--- src/rtl/demux_1x8_32bit_buf.sv ---
// demux_1x8_32bit_buf: registered 1-to-8 word distributor; each of eight
// single-entry slots is loaded by select under valid/ready and drains on its own handshake.
module demux_1x8_32bit_buf #(
  parameter int DATA_W = 32
) (
  input  logic              clk,
  input  logic              rst_n,
  input  logic [DATA_W-1:0] in_data,
  input  logic [2:0]        in_sel,
  input  logic              in_valid,
  output logic              in_ready,
  output logic [DATA_W-1:0] out0,
  output logic [DATA_W-1:0] out1,
  output logic [DATA_W-1:0] out2,
  output logic [DATA_W-1:0] out3,
  output logic [DATA_W-1:0] out4,
  output logic [DATA_W-1:0] out5,
  output logic [DATA_W-1:0] out6,
  output logic [DATA_W-1:0] out7,
  output logic [7:0]        out_valid,
  input  logic [7:0]        out_ready,
  output logic [3:0]        occupancy
);
  logic [DATA_W-1:0] slot_q [8];
  logic [7:0] valid_q, valid_d, load;
  logic [3:0] occ_q, occ_d;
  // a full slot accepts again only when it is drained on the same edge
  assign in_ready = !valid_q[in_sel] || out_ready[in_sel];
  assign load = (in_valid && in_ready) ? 8'b1 << in_sel : 8'h00;
  always_comb begin
    valid_d = (valid_q & ~out_ready) | load;
    occ_d = '0;
    for (int i = 0; i < 8; i++) occ_d = occ_d + 4'(valid_d[i]);
  end
  always_ff @(posedge clk or negedge rst_n) begin
    if (!rst_n) begin
      valid_q <= '0;
      occ_q <= '0;
      for (int i = 0; i < 8; i++) slot_q[i] <= '0;
    end else begin
      valid_q <= valid_d;
      occ_q <= occ_d;
      for (int i = 0; i < 8; i++) if (load[i]) slot_q[i] <= in_data;
    end
  end
  assign out0 = slot_q[0];
  assign out1 = slot_q[1];
  assign out2 = slot_q[2];
  assign out3 = slot_q[3];
  assign out4 = slot_q[4];
  assign out5 = slot_q[5];
  assign out6 = slot_q[6];
  assign out7 = slot_q[7];
  assign out_valid = valid_q;
  assign occupancy = occ_q;
endmodule

--- config.mk ---
export PLATFORM = sky130hd
export DESIGN_NAME = demux_1x8_32bit_buf
export DESIGN_NICKNAME = d
export VERILOG_FILES = /design/src/rtl/demux_1x8_32bit_buf.sv
export SDC_FILE = /design/constraint.sdc
export NUM_CORES = 1
export LEC_CHECK = 0
export ABC_AREA = 0
export CAP_MARGIN = 10
export CORE_MARGIN = 1
export CORE_UTILIZATION = 47
export DETAILED_ROUTE_END_ITERATION = 16
export HOLD_SLACK_MARGIN = 0.1
export PLACE_DENSITY_LB_ADDON = 0.15
export SYNTH_ARGS = -nofsm -noshare
export SYNTH_HDL_FRONTEND = slang
export SYNTH_SLANG_ARGS = --single-unit
--- constraint.sdc ---
create_clock -name clk -period 4.1 [get_ports clk]
set_clock_uncertainty 0.15 [all_clocks]
set_input_delay 0.41 -clock clk [delete_from_list [all_inputs] [get_ports clk]]
set_output_delay 0.41 -clock clk [all_outputs]
set_load 0.05 [all_outputs]
==> results of run 1 <==
-- state kept, by name, indices dropped and copies added, names as in the netlist --
| name | count |
|---|---|
| out3 | 32 |
| out4 | 32 |
| out2 | 32 |
| out0 | 32 |
| occupancy | 4 |
| out_valid | 8 |
| out7 | 32 |
| out5 | 32 |
| out6 | 32 |
| out1 | 32 |
-- per-stage QoR --
step           hold slack (ps)  cell area, sq um  setup TNS [ps]  power (mW)
2_1_floorplan           -35.59             10490               0       6.267
3_3_place_gp             327.4             13960               0       7.776
3_5_place_dp             330.0             13960          -3.852       7.848
4_1_cts                  343.6             14920               0       10.52
5_1_grt                  357.5             14920               0       10.80
6_report                 344.8             14920               0       10.42
-- critical path, delay by kind of cell (launching register included) --
family | cells | cell delay [ps]
xor gates and xnor gates | 1 | 150
and+or+nand+nor | 3 | 670
adders and majority gates | 5 | 2020
buffers and inverters | 3 | 190
DFF | 1 | 370
-- cell usage after synthesis --
| master | number |
|---|---|
| a21oi_1 | 1 |
| and2_1 | 1 |
| and4_1 | 1 |
| buf_2 | 15 |
| buf_4 | 4 |
| buf_6 | 9 |
| dfrtp_1 | 268 |
| fa_1 | 4 |
| ha_1 | 3 |
| inv_1 | 7 |
| mux2_1 | 11 |
| mux2_2 | 188 |
| mux2_4 | 58 |
| mux4_1 | 2 |
| nand2_1 | 6 |
| nand2_2 | 1 |
| nand2b_1 | 8 |
| nand3_1 | 1 |
| nand4_1 | 1 |
| nand4b_2 | 1 |
| nand4b_4 | 1 |
| nor2_1 | 1 |
| nor2b_1 | 5 |
| nor3_2 | 1 |
| nor4b_4 | 2 |
| o21ai_0 | 2 |
| or2_2 | 2 |
| xnor2_1 | 1 |
-- metal layers --
layer  global-route usage, %  vias to the layer above  wire length (microns)
met3                   6.355                       54                   2067
met5                       0                        -                      0
met2                   38.31                      240                  12890
met1                   29.62                     3311                  10890
met4                   9.500                        0                    949
li1                        -                     2791                      -
-- cell type report --
type	instances	area (sq um)
Clock inverter	7	138.9
Tap cell	280	350.3
Multi-Input combinational cell	302	3567
Fill cell	1509	6969
Clock buffer	40	817.0
Sequential cell	268	6706
Timing Repair Buffer	331	3316
Inverter	7	26.28
-- power breakdown --
part / internal, mW / switching [mW]
combinational: 1.51 / 2.73
sequential: 3.23 / 0.317
clock: 1.62 / 1.01
-- worst max path at each step --
stage                         endpoint  depth (start not counted)
after floorplan           occupancy[2]                         13
after global placement    occupancy[1]                         13
after detailed placement  occupancy[2]                         13
after CTS                 occupancy[2]                         12
after global routing      occupancy[2]                         12
final                     occupancy[2]                         12
-- kinds of logic (layout without fill, tap and decap cells) --
family | count (synthesis) | after routing | synth area share, %
AO/OA/AOI/OAI | 3 | 3 | 0.1430
adder cells (fa/ha/maj) | 7 | 7 | 1.121
multiplexers | 259 | 259 | 30.15
flip-flops | 268 | 268 | 63.91
buffers and inverters | 35 | 385 | 2.218
AND/OR/NAND/NOR | 32 | 32 | 2.373
XOR/XNOR | 1 | 1 | 0.08348
==> results_dict.tcl, run 1 <==
set metrics [dict create \
    min_period_ps 3679 \
    min_path_type "flip-flop to flip-flop" \
    dp_cells 1187 \
    cts_tree "built" \
    cts_buffer_depth 3 \
    boundaryPins 315 \
    setup_violations 0 \
    hold_start "out4[25]" \
    critPathMaxStageDelay_ps 530 \
    arrival_ps 3940 \
    globalplace.congestion 0.8745 \
    cap_violations 0 \
    synth_largest_area_cell "dfrtp_1" \
    cts.sinks 268 \
    cts_setup_buffers 0 \
    hold_depth 1 \
    antenna_found_initial 0 \
    hpwl_microns 17710 \
    drive_gt1_share_pct 32.88 \
    post_cts_resized 0 \
    die_w_microns 151.4 \
    die_y_microns 151.4 \
    drc_errors 0 \
    synthTopCellsByArea "dfrtp_1, mux2_2, mux2_4, mux2_1, buf_6" \
    ant_nets 0 \
    synth_cell_type_count 28 \
    r2r-start "out_valid[3]" \
    timing.fmax_mhz 271.8 \
    start_util_pct 47.94 \
    power.density_nw_per_um2 698.4 \
    fin_nets 991 \
    yosysSeqAreaShare_pct 63.91 \
    final_core_util_pct 68.16 \
    critPathRequiredTime_ps 4360 \
    layout_commonest_cell "clkdlybuf4s50_1" \
    die-area_sq_um 22930 \
    clk_latency_ps 530 \
    vias_per_cell 5.179 \
    tightestPinTransition_ps 854.5 \
    min_period_over_period_pct 89.73 \
    final_cell_mix "clkdlybuf4s50_1, dfrtp_1, mux2_2" \
    num_antenna_cells 0 \
    drtPass1Iterations 4 \
    yosysWarningCount 0 \
    synth_nets 658 \
    portBuffers 314 \
    drtIter0Drc 172 \
    path_clk_slew_ps 60 \
    coreArea_sq_um 21890 \
    cp-end-kind "flip-flop" \
    critPathLaunch "out_valid[3]" \
    cts_htree_levels 1 \
    cp_cell_sequence "nor2b_1, nor4b_4, or2_2, fa_1, fa_1, inv_1, fa_1, inv_1, ha_1, inv_1, fa_1, xnor2_1" \
    gr-usage-all-layers_pct 23.50 \
    ys_seq_elements 268 \
    drv_slew 0 \
    worst-path-max-fanout 3 \
    fin_ws_ps 420.9 \
    holdPathEnd "out4[25]" \
    cts_buffers 28 \
    stdcell_count 1235 \
    crit_type "flip-flop to flip-flop" \
    reg2reg_to "occupancy[2]" \
    syn_area_per_cell_sq_um 17.35 \
    rows 54 \
    grt_pass1_vias 6784 \
    cpMaxStageDelayCell "fa_1" \
    grt_pass1_wl_microns 40470 \
    cts_hold_buf 1 \
    outcome "finished clean" \
    grt_max_degree 114 \
    wl_microns 26800 \
    p_leak_nw 6.461 \
    place_ws_ps -3.852 \
    clockRootBuffer "clkbuf_16" \
    startpoint_type "flip-flop" \
    reg2regPathDepth 12 \
    via_count 6396 \
    slew_headroom_pct 43.03 \
    synthCells 605 \
    synth_top_area_share_pct 63.91 \
    rsz0062_at_grt "false" \
    synth_area_sq_um 10490 \
    hold_violations 0 \
    area.growth.synth_to_final_pct 42.20 \
    rrSetupSlack_ps 420 \
    routedWlPerCell_microns 21.70 \
    gr-total-overflow 0 \
    ir_worst_vdd_v 0.0004300 \
    crit_top_cell "fa_1" \
]
Power figures use the tool's default switching activity.
==> run 2, diff against run 1 <==
--- a/config.mk
+++ b/config.mk
@@ -8,7 +8,7 @@
 export ABC_AREA = 0
 export CAP_MARGIN = 10
 export CORE_MARGIN = 1
-export CORE_UTILIZATION = 47
+export CORE_UTILIZATION = 51
 export DETAILED_ROUTE_END_ITERATION = 16
 export HOLD_SLACK_MARGIN = 0.1
 export PLACE_DENSITY_LB_ADDON = 0.15
==> constraint.sdc (replaced) <==
create_clock -name clk -period 4.65 [get_ports clk]
set_clock_uncertainty 0.15 [all_clocks]
set_input_delay 0.465 -clock clk [delete_from_list [all_inputs] [get_ports clk]]
set_output_delay 0.465 -clock clk [all_outputs]
set_load 0.05 [all_outputs]
==> results_dict.tcl, run 2 (same netlist as run 1, synthesis figures left out) <==
set metrics [dict create \
    ant_nets 0 \
    p_leak_nw 6.466 \
    startpoint_type "primary input" \
    antenna_found_initial 0 \
    cts.sinks 268 \
    cp-end-kind "flip-flop" \
    die-area_sq_um 21150 \
    placed_area_sq_um 13890 \
    min_period_ps 3718 \
    arrival_ps 3990 \
    drtPass1Iterations 4 \
    final_cell_mix "clkdlybuf4s50_1, dfrtp_1, mux2_2" \
    grt_max_degree 144 \
    area.growth.synth_to_final_pct 41.96 \
    grt_pass1_vias 7055 \
    cap_violations 0 \
    drv_slew 0 \
    drtIter0Drc 261 \
    min_path_type "flip-flop to flip-flop" \
    reg2regPathDepth 12 \
    crit_type "primary input to flip-flop" \
    reg2reg_to "occupancy[1]" \
    die_w_microns 145.4 \
    cts_buffer_depth 3 \
    via_count 6419 \
    wl_microns 26730 \
    finalSetupTns_ps 0 \
    clk_latency_ps 530 \
    routedWlPerCell_microns 21.80 \
    rows 52 \
    portBuffers 314 \
    boundaryPins 315 \
    gr-total-overflow 0 \
    rsz0062_at_grt "false" \
    clockRootBuffer "clkbuf_16" \
    r2r-start "out_valid[3]" \
    fin_nets 987 \
    cts_htree_levels 1 \
    hold_violations 0 \
    cp-endpoint "occupancy[1]" \
    setup_violations 0 \
    post_cts_resized 0 \
    worst-path-max-fanout 9 \
    cts_hold_buf 1 \
    gr-usage-all-layers_pct 25.97 \
    coreArea_sq_um 20230 \
    globalplace.congestion 0.9202 \
    drive_gt1_share_pct 33.58 \
    die_y_microns 145.4 \
    outcome "finished clean" \
    hpwl_microns 17720 \
    min_period_over_period_pct 79.96 \
    path_clk_slew_ps 60 \
    start_util_pct 51.86 \
    num_antenna_cells 0 \
    critPathRequiredTime_ps 4920 \
    rrSetupSlack_ps 1030 \
    cts_tree "built" \
    cts_buffers 28 \
    ir_worst_vdd_v 0.0003542 \
    vias_per_cell 5.236 \
    tightestPinTransition_ps 1078 \
    timing.fmax_mhz 268.9 \
    power.density_nw_per_um2 617.8 \
    slew_headroom_pct 28.16 \
    grt_pass1_wl_microns 42450 \
    postLayoutCellArea_sq_um 14900 \
    layout_commonest_cell "clkdlybuf4s50_1" \
    cts_setup_buffers 0 \
    critPathLaunch "in_sel[2]" \
    drc_errors 0 \
]
-- run 2: changes by cell type in the layout (fill, tap and decap cells not counted) --
cell and change:
buf_12 -2, clkinv_2 +5, buf_4 -2, inv_6 -1
clkbuf_8 +6, clkinvlp_4 +2, clkbuf_1 -6, inv_8 +1
bufinv_16 -2
-- run 2: final cells by class --
class,instances,area [sq um]
repair buffers,327,3261
inverters,7,26.28
well taps,270,337.8
flip-flops and latches,268,6706
clock inverters,12,121.4
multi-input cells,302,3567
clock buffers,40,877.1
fillers,1257,5338
-- run 2: per-stage QoR --
stage                     power, mW  util [%]  setup WS [ps]  cells  hold WS [ps]
after floorplan               5.525         -          626.2    605         19.41
after global placement        6.844     68.64          518.7   1173         322.6
after detailed placement      6.917     68.64          402.9   1173         330.8
after CTS                     9.280     73.62          965.7   1226         344.8
after global routing          9.522     73.62          755.3   1226         363.5
final                         9.204     73.62          931.6   1226         346.8
-- run 2: where the power goes --
part / switching [mW] / total, mW / internal [mW]
combinational: 2.42 / 3.75 / 1.33
sequential: 0.279 / 3.12 / 2.85
clock: 0.912 / 2.33 / 1.42
-- run 2: worst min-delay path by stage --
stage                         endpoint  slack [ps]     start  cells past startpoint
after detailed placement      out4[25]         330  out4[25]                      1
after CTS                     out4[25]         340  out4[25]                      1
after floorplan           occupancy[0]          20     rst_n                      0
final                         out4[25]         350  out4[25]                      1
after global routing          out2[16]         360  out2[16]                      1
after global placement         out7[1]         320   out7[1]                      1
-- run 2: routing by layer --
layer	GRT usage, %	vias to the layer above	wire length [microns]
met3	7.524	51	1982
met4	7.895	0	743
met1	32.07	3334	10710
met2	44.30	246	13290
li1	-	2788	-
met5	0	-	0
-- run 2: worst max-delay path, cell delays in order --
cell	delay (ps)
clkdlybuf4s50_1	780
nor4b_4	110
or2_2	330
fa_1	510
fa_1	520
inv_1	50
fa_1	440
inv_1	70
ha_1	160
inv_1	50
fa_1	470
inv_1	40
==> run 3, diff against run 2 <==
--- a/config.mk
+++ b/config.mk
@@ -8,7 +8,7 @@
 export ABC_AREA = 0
 export CAP_MARGIN = 10
 export CORE_MARGIN = 1
-export CORE_UTILIZATION = 51
+export CORE_UTILIZATION = 47
 export DETAILED_ROUTE_END_ITERATION = 16
 export HOLD_SLACK_MARGIN = 0.1
 export PLACE_DENSITY_LB_ADDON = 0.15
==> constraint.sdc (replaced) <==
create_clock -name clk -period 3.8 [get_ports clk]
set_clock_uncertainty 0.15 [all_clocks]
set_input_delay 0.38 -clock clk [delete_from_list [all_inputs] [get_ports clk]]
set_output_delay 0.38 -clock clk [all_outputs]
set_load 0.05 [all_outputs]
==> results_dict.tcl, run 3 (same netlist as run 1, synthesis figures left out) <==
set metrics [dict create \
    gr-usage-all-layers_pct 23.68 \
    grt_max_degree 116 \
    worst-path-max-fanout 3 \
    grt_pass1_wl_microns 40440 \
    hpwl_microns 17760 \
    antenna_found_initial 0 \
    final_core_util_pct 68.31 \
    power.density_nw_per_um2 750.4 \
    cts_tree "built" \
    globalplace.congestion 0.8663 \
    rows 54 \
    cts_setup_buffers 0 \
    via_count 6429 \
    arrival_ps 3800 \
    path_clk_slew_ps 60 \
    grt_pass1_vias 6858 \
    critPathRequiredTime_ps 4070 \
    drtIter0Drc 130 \
    cts_buffers 29 \
    min_path_type "primary input to asynchronous set/reset pin" \
    rsz0062_at_grt "false" \
    tightestPinTransition_ps 891.3 \
    drc_errors 0 \
    cts_buffer_depth 3 \
    vias_per_cell 5.172 \
    cap_violations 0 \
    startpoint_type "flip-flop" \
    slew_headroom_pct 40.58 \
    p_leak_nw 6.479 \
    portBuffers 314 \
    routedWlPerCell_microns 21.62 \
    post_cts_resized 0 \
    cts.sinks 268 \
    timing.fmax_mhz 283.7 \
    drive_gt1_share_pct 33.68 \
    layout_commonest_cell "clkdlybuf4s50_1" \
    hold_violations 0 \
    clockRootBuffer "clkbuf_16" \
    wl_microns 26870 \
    start_util_pct 47.94 \
    drtPass1Iterations 4 \
    final_cell_mix "clkdlybuf4s50_1, dfrtp_1, mux2_2" \
    die_w_microns 151.4 \
    crit_type "flip-flop to flip-flop" \
    die-area_sq_um 22930 \
    area.growth.synth_to_final_pct 42.49 \
    fin_nets 993 \
    clk_latency_ps 530 \
    cp-end-kind "flip-flop" \
    outcome "finished clean" \
    coreArea_sq_um 21890 \
    drv_slew 0 \
    setup_violations 0 \
    die_y_microns 151.4 \
    min_period_ps 3524 \
    boundaryPins 315 \
    dp_cells 1188 \
    cts_htree_levels 1 \
    min_period_over_period_pct 92.75 \
    ir_worst_vdd_v 0.0004442 \
    ant_nets 0 \
    stdcell_count 1243 \
    gr-total-overflow 0 \
]
run 3: cell count changes in the layout (fill, tap and decap cells not counted), sizes merged:
| cell | change |
|---|---|
| inv | +1 |
| buf | +5 |
| diode | +1 |
| clkinv | -2 |
| clkinvlp | -1 |
| clkbuf | +3 |
run 3: path summary, 6_finish.rpt:
kind	depth (start not counted)	slack (ps)	to	start
max	12	280	occupancy[1]	out_valid[3]
min	2	330	out6[3]	rst_n
max reg2reg	12	280	occupancy[1]	out_valid[3]
min reg2reg	1	350	out2[26]	out2[26]
max in group asynchronous	3	2090	out4[5]	rst_n
min in group clk	1	350	out2[26]	out2[26]
run 3: metal layers:
metal / up-vias / wire [microns] / track usage (%) / share of wire, %
met2: 251 / 13060 / 39.32 / 49
met5: - / 0 / 0 / 0
met4: 0 / 1026 / 9.900 / 3.8
met3: 72 / 2173 / 6.325 / 8.1
li1: 2812 / - / - / -
met1: 3294 / 10610 / 29.15 / 39
run 3: what timing repair did:
item / 4_1_cts / 5_1_grt
hold buffers: 1 / 0
endpoints found under the hold margin: 112 / 0
setup endpoints to repair: 0 / 0
run 3: critical path, stage by stage, from the launching register on:
cell,delay [ps]
dfrtp_2,420
nor2b_4,140
nor4b_4,230
or2_4,170
fa_1,430
fa_1,530
inv_1,50
fa_1,440
inv_1,70
ha_1,180
inv_1,60
fa_1,490
inv_1,40
run 3: per-stage QoR:
stage                     TNS (ps)  instance area, sq um  hold slack (ps)  power, mW  setup slack, ps
after detailed placement    -389.9                 13960            333.6      8.466           -197.0
after global routing             0                 14950            366.6      11.64            119.9
final                            0                 14950            329.9      11.22            275.7
after floorplan             -77.57                 10510           -65.59      6.762           -39.27
after global placement      -196.3                 13960            317.1      8.387           -101.8
after CTS                        0                 14950            347.3      11.32            270.4
run 3: layout make-up:
| cell class | count | area [sq um] |
|---|---|---|
| Multi-Input combinational cell | 302 | 3577 |
| Antenna cell | 1 | 2.502 |
| Clock inverter | 10 | 110.1 |
| Inverter | 7 | 26.28 |
| Tap cell | 280 | 350.3 |
| Sequential cell | 268 | 6708 |
| Fill cell | 1541 | 6938 |
| Clock buffer | 43 | 868.3 |
| Timing Repair Buffer | 332 | 3311 |
run 3: power breakdown:
group,total (mW),internal [mW],leakage (nW),switching (mW)
Sequential,3.82,3.48,3.23,0.340
Clock,2.82,1.71,0.485,1.10
Combinational,4.58,1.63,2.76,2.95
